`config.mk`:
```
export PLATFORM = sky130hd
export DESIGN_NAME = hps_reset_req_sequencer
export DESIGN_NICKNAME = d
export VERILOG_FILES = /design/src/rtl/hps_reset_seq_pkg.sv /design/src/rtl/hps_reset_req_chan.sv /design/src/rtl/hps_reset_req_sequencer.sv
export SDC_FILE = /design/constraint.sdc
export NUM_CORES = 1
export LEC_CHECK = 0
export ABC_CLOCK_PERIOD_IN_PS = 2820
export BUFFER_PORTS_ARGS = -buffer_cell sky130_fd_sc_hd__clkbuf_2
export CORE_MARGIN = 5
export CORE_UTILIZATION = 52
export CTS_BUF_LIST = sky130_fd_sc_hd__clkbuf_8
export DETAILED_ROUTE_END_ITERATION = 6
export PLACE_DENSITY_LB_ADDON = 0.05
export SYNTH_ARGS = -nofsm -noshare
export SYNTH_HDL_FRONTEND = slang
export SYNTH_SLANG_ARGS = --single-unit
export TNS_END_PERCENT = 5
```
`constraint.sdc`:
```
create_clock -name ul1Clock -period 2.82 [get_ports ul1Clock]
set_input_delay 0 -clock ul1Clock [delete_from_list [all_inputs] [get_ports ul1Clock]]
set_output_delay 0 -clock ul1Clock [all_outputs]
set_load 0.005 [all_outputs]
```
`src/rtl/hps_reset_seq_pkg.sv`:
```
// Shared types and default pulse widths for the HPS reset-request sequencer.
package hps_reset_seq_pkg;

  typedef enum logic [1:0] {
    IDLE  = 2'd0,
    PULSE = 2'd1,
    GAP   = 2'd2
  } tEResetSeqState;

  localparam int DEF_N_CH        = 3;
  localparam int DEF_CNT_W       = 8;
  localparam int DEF_PULSE_COLD  = 6;
  localparam int DEF_PULSE_WARM  = 2;
  localparam int DEF_PULSE_DEBUG = 32;
  localparam int DEF_GAP_CC      = 4;

endpackage

```
`src/rtl/hps_reset_req_chan.sv`:
```
// One request channel: edge detect on the request level, a single-entry
// pending flag and a sticky flag for edges lost while already pending.
module hps_reset_req_chan #(
  parameter bit RISE = 1'b1
) (
  input  logic clk,
  input  logic rst_n,
  input  logic req_in,
  input  logic clr_dropped,
  input  logic grant,
  output logic edge_det,
  output logic pending,
  output logic dropped
);

  logic hist;

  assign edge_det = RISE ? (req_in & ~hist) : (~req_in & hist);

  // hist tracks the input in reset too, so release never looks like an edge
  always_ff @(posedge clk) begin
    hist <= req_in;
  end

  always_ff @(posedge clk) begin
    if (!rst_n) begin
      pending <= 1'b0;
      dropped <= 1'b0;
    end else begin
      if (grant) begin
        pending <= 1'b0;
      end else if (edge_det) begin
        pending <= 1'b1;
      end
      if (edge_det && pending) begin
        dropped <= 1'b1;
      end else if (clr_dropped) begin
        dropped <= 1'b0;
      end
    end
  end

endmodule

```
`src/rtl/hps_reset_req_sequencer.sv`:
```
// N-channel reset-request pulse generator: fixed-priority grant, one pulse
// at a time, a guard gap after every pulse.
//
// state | meaning
// IDLE  | no pulse in flight; grant lowest pending/edge channel
// PULSE | granted channel's pulse high, cnt counts down its length
// GAP   | outputs low, busy high, cnt counts down the guard gap
module hps_reset_req_sequencer
  import hps_reset_seq_pkg::*;
#(
  parameter int                         N_CH      = DEF_N_CH,
  parameter int                         CNT_W     = DEF_CNT_W,
  parameter logic [N_CH-1:0][CNT_W-1:0] PULSE_EXT = {CNT_W'(DEF_PULSE_DEBUG),
                                                     CNT_W'(DEF_PULSE_WARM),
                                                     CNT_W'(DEF_PULSE_COLD)},
  parameter logic [N_CH-1:0]            EDGE_TYPE = '1,
  parameter int                         GAP_CC    = DEF_GAP_CC,
  parameter bit                         IGNORE_RST_WHILE_BUSY = 1'b1
) (
  input  logic            ul1Clock,
  input  logic            ul1Reset_n,
  input  logic [N_CH-1:0] piulNReqIn,
  input  logic [N_CH-1:0] piulNClrDropped,
  output logic [N_CH-1:0] poulNPulse,
  output logic            poul1Busy,
  output logic [N_CH-1:0] poulNPending,
  output logic [N_CH-1:0] poulNDropped
);

  localparam logic [1:0] S_IDLE  = 2'(IDLE);
  localparam logic [1:0] S_PULSE = 2'(PULSE);
  localparam logic [1:0] S_GAP   = 2'(GAP);

  localparam logic [CNT_W-1:0] CNT_ONE  = CNT_W'(1);
  localparam logic [CNT_W-1:0] GAP_LOAD = (GAP_CC > 0) ? CNT_W'(GAP_CC - 1) : '0;

  if (GAP_CC < 0 || GAP_CC > (2 ** CNT_W) - 1) begin : g_bad_gap
    $error("GAP_CC out of range for CNT_W");
  end

  logic [1:0]       state;
  logic [CNT_W-1:0] cnt;
  logic [N_CH-1:0]  pulse;
  logic             busy;
  logic             rst_held;

  logic [N_CH-1:0]  edge_vec;
  logic [N_CH-1:0]  pending_vec;
  logic [N_CH-1:0]  req;
  logic [N_CH-1:0]  grant_pick;
  logic [N_CH-1:0]  grant;
  logic [CNT_W-1:0] load_cnt;
  logic             req_any;

  for (genvar i = 0; i < N_CH; i++) begin : g_chan
    if (PULSE_EXT[i] == '0) begin : g_bad_pulse
      $error("PULSE_EXT entry must be nonzero");
    end

    hps_reset_req_chan #(
      .RISE (EDGE_TYPE[i])
    ) u_chan (
      .clk         (ul1Clock),
      .rst_n       (ul1Reset_n),
      .req_in      (piulNReqIn[i]),
      .clr_dropped (piulNClrDropped[i]),
      .grant       (grant[i]),
      .edge_det    (edge_vec[i]),
      .pending     (pending_vec[i]),
      .dropped     (poulNDropped[i])
    );
  end

  assign req     = pending_vec | edge_vec;
  assign req_any = |req;

  // descending scan so the lowest set index is the last to overwrite
  always_comb begin
    grant_pick = '0;
    load_cnt   = '0;
    for (int i = N_CH - 1; i >= 0; i--) begin
      if (req[i]) begin
        grant_pick    = '0;
        grant_pick[i] = 1'b1;
        load_cnt      = PULSE_EXT[i] - CNT_ONE;
      end
    end
  end

  assign grant = (state == S_IDLE) ? grant_pick : '0;

  always_ff @(posedge ul1Clock) begin
    if (!ul1Reset_n && !(IGNORE_RST_WHILE_BUSY && state == S_PULSE)) begin
      state    <= S_IDLE;
      cnt      <= '0;
      pulse    <= '0;
      busy     <= 1'b0;
      rst_held <= 1'b0;
    end else begin
      case (state)
        S_IDLE: begin
          if (req_any) begin
            state <= S_PULSE;
            cnt   <= load_cnt;
            pulse <= grant_pick;
            busy  <= 1'b1;
          end
        end
        S_PULSE: begin
          // a reset seen during the pulse means no gap afterwards
          if (!ul1Reset_n) begin
            rst_held <= 1'b1;
          end
          if (cnt == '0) begin
            pulse    <= '0;
            rst_held <= 1'b0;
            if (GAP_CC == 0 || rst_held || !ul1Reset_n) begin
              state <= S_IDLE;
              busy  <= 1'b0;
            end else begin
              state <= S_GAP;
              cnt   <= GAP_LOAD;
            end
          end else begin
            cnt <= cnt - CNT_ONE;
          end
        end
        S_GAP: begin
          if (cnt == '0) begin
            state <= S_IDLE;
            busy  <= 1'b0;
          end else begin
            cnt <= cnt - CNT_ONE;
          end
        end
        default: begin
          state    <= S_IDLE;
          cnt      <= '0;
          pulse    <= '0;
          busy     <= 1'b0;
          rst_held <= 1'b0;
        end
      endcase
    end
  end

  assign poulNPulse   = pulse;
  assign poul1Busy    = busy;
  assign poulNPending = pending_vec;

endmodule

```
==> results.py <==
metrics = {
    "floorplanning": {
        "ioPinCount": 18,
        "start_util": 0.530,
        "core_area_sq_um": 2410,
        "die_w_um": 59.6,
        "die_y_um": 59.6,
        "die-area_sq_um": 3550,
        "row_count": 18,
    },
    "timing": {
        "slew_violations": 0,
        "finalClockSkew_ns": 0.00346,
        "fin_crit_ns": 1.98,
        "tightestPinTransition_ns": 0.714,
        "setup_viol_count_final": 0,
        "fin_ws_ns": 0.836,
        "max_slew_margin": 0.522,
        "hold_viol_final": 0,
        "max_freq_mhz": 504,
        "rsz0062_at_grt": "false",
        "whs_ns": 0.0330,
        "setup_tns_ns": 0,
        "post-route-period-util": 0.704,
    },
    "placed_design": {
        "dpl_worst_slack_ns": 0.887,
        "numPortBuffers": 17,
        "gp_congestion": 0.830,
        "dp_hpwl_um": 2150,
    },
    "synthesis": {
        "synth_area_leaders": "dfxtp_1 (38%), nor2_1 (5.0%), a21oi_1 (4.7%), nor2b_1 (3.9%), buf_4 (3.5%)",
        "synth-edff-count": 0,
        "ys_seq_area_frac": 0.376,
        "ys_types": 45,
        "yosys_most_used_dff": "dfxtp_1",
        "yosys_warnings": 0,
        "netlist_instances": 151,
        "ys_ff_latch": 24,
        "synth.largest_area_cell": "dfxtp_1",
        "synth.top_cell.area_share": 0.376,
        "async_reset_ff_frac": 0,
        "syn_avg_cell_area_sq_um": 8.46,
        "syn_nets": 161,
        "synth_area_sq_um": 1280,
    },
    "detailed_routing": {
        "via_per_inst": 5.85,
        "drtAntennaViolNets": 0,
        "detail_route.wl_per_cell_um": 15.1,
        "vias": 1141,
        "drc": 0,
        "first_pass_iters": 4,
        "wl_um": 2940,
        "drt_iter0_markers": 46,
    },
    "clocking": {
        "hold_buffers": 3,
        "worstSkewPairLatency_ns": 0.26,
        "max-clock-path-buffers": 2,
        "htree_levels": 1,
        "cts_buffers": 3,
        "cts-root-buf": "clkbuf_8",
        "cts-resized-gates": 0,
        "clk_pin_slew_ns": 0.08,
        "cts_sinks": 24,
        "cts_tree": "done",
        "post_cts_buffers": 0,
    },
    "job": {
        "drv_cap": 0,
    },
    "grt": {
        "grt_max_degree": 15,
        "grt_usage": 0.186,
        "grt_antenna_before_repair": 0,
        "grt_pass1_wl_um": 5060,
        "first_global_vias": 1104,
        "grt_overflow": 0,
    },
    "setup_path": {
        "critPathKind": "flip-flop to flip-flop",
        "cp.arrival_ns": 2.15,
        "worstReg2RegStart": "cnt[0]",
        "startpoint": "cnt[0]",
        "worstPathMaxFanout": 7,
        "critPathLaunchType": "flip-flop",
        "worst_setup_path_end_kind": "flip-flop",
        "required_ns": 2.99,
    },
    "power_and_ir_drop": {
        "vdd_drop_max_v": 0.000647,
        "power_per_cell_area_nw_per_um2": 1140,
        "power_leakage_nw": 0.575,
    },
    "min_path": {
        "hp-class": "input pin to flip-flop",
        "hold_start": "piulNClrDropped[2]",
    },
    "layout": {
        "final_layout_size_suffix_gt1_frac": 0.182,
        "final_nets": 176,
        "final_cell_mix": "dfxtp_1 (24), nor2_1 (17), clkbuf_2 (17)",
        "diodes": 0,
        "area_growth_pct": 12.0,
        "layout_commonest_cell": "dfxtp_1",
    },
    "status": {
        "status": "complete, no violations",
    },
}
==> cell families after synthesis <==
| logic type | count (synthesis) | synth area share |
|---|---|---|
| flops | 24 | 0.376 |
| buf+inv | 17 | 0.0754 |
| compound gates | 47 | 0.264 |
| fa+ha+maj | 2 | 0.0196 |
| simple gates | 60 | 0.257 |
| mux | 1 | 0.00784 |
==> Yosys cell counts, types with 3 or more instances <==
master	count
nor2b_1	8
nor3_1	5
nor2_1	17
dfxtp_1	24
o21ai_1	3
a21oi_1	12
inv_1	6
nand3_1	3
a32oi_1	3
o21ai_0	3
or3_1	3
o32ai_1	3
o22ai_1	5
nand2_1	10
buf_4	6
==> where the power goes <==
| part | internal, mW | leakage, nW | switching, mW | total (mW) |
|---|---|---|---|---|
| Combinational | 0.339 | 0.341 | 0.465 | 0.805 |
| Sequential | 0.431 | 0.198 | 0.105 | 0.536 |
| Clock | 0.190 | 0.0357 | 0.107 | 0.296 |
| Total | 0.959 | 0.575 | 0.677 | 1.64 |
==> metal layers <==
layer  GRT usage  vias up  routed length, um  share of wire
met2       0.298       25               1420           0.48
li1            -      577                  -              -
met4      0.0728        0                 25         0.0085
met3      0.0283        4                 99          0.034
met1       0.251      535               1400           0.48
met5           0        -                  0              0
==> path summary, 6_finish.rpt <==
| check | endpoint | slack, ns | cells past startpoint |
|---|---|---|---|
| max | cnt[5] | 0.84 | 7 |
| min | g_chan[2].u_chan.dropped | 0.03 | 4 |
| max reg2reg | cnt[5] | 0.84 | 7 |
| min reg2reg | cnt[7] | 0.50 | 2 |
==> cell type report <==
type	count	area, sq um
clock buffers	3	41.3
well taps	30	37.5
clock inverters	1	30.0
fillers	209	978
flip-flops and latches	24	480
repair buffers	20	115
multi-input cells	110	701
inverters	7	26.3
==> state kept, by name, indices dropped and copies added (netlist names) <==
register / cells
rst_held: 1
state: 2
g_chan.u_chan.pending: 3
cnt: 8
g_chan.u_chan.hist: 3
poulNPulse: 3
g_chan.u_chan.dropped: 3
poul1Busy: 1
==> stage by stage <==
step | power, mW | cells | instance area, sq um | utilization
final | 1.64 | 195 | 1430 | 0.594
after global placement | 1.32 | 188 | 1330 | 0.552
after floorplan | 1.17 | 151 | 1280 | -
after CTS | 1.64 | 195 | 1430 | 0.594
after global routing | 1.77 | 195 | 1430 | 0.594
after detailed placement | 1.33 | 188 | 1330 | 0.552
==> critical path, cell delays in order, from the launching register on <==
cell and delay, ns:
dfxtp_1 0.45, inv_1 0.10, ha_1 0.20, nor3b_1 0.15, and2_4 0.19, o21ai_1 0.38
nand3_1 0.15, o32ai_1 0.27
No activity file was read; power rests on OpenSTA's default activity.
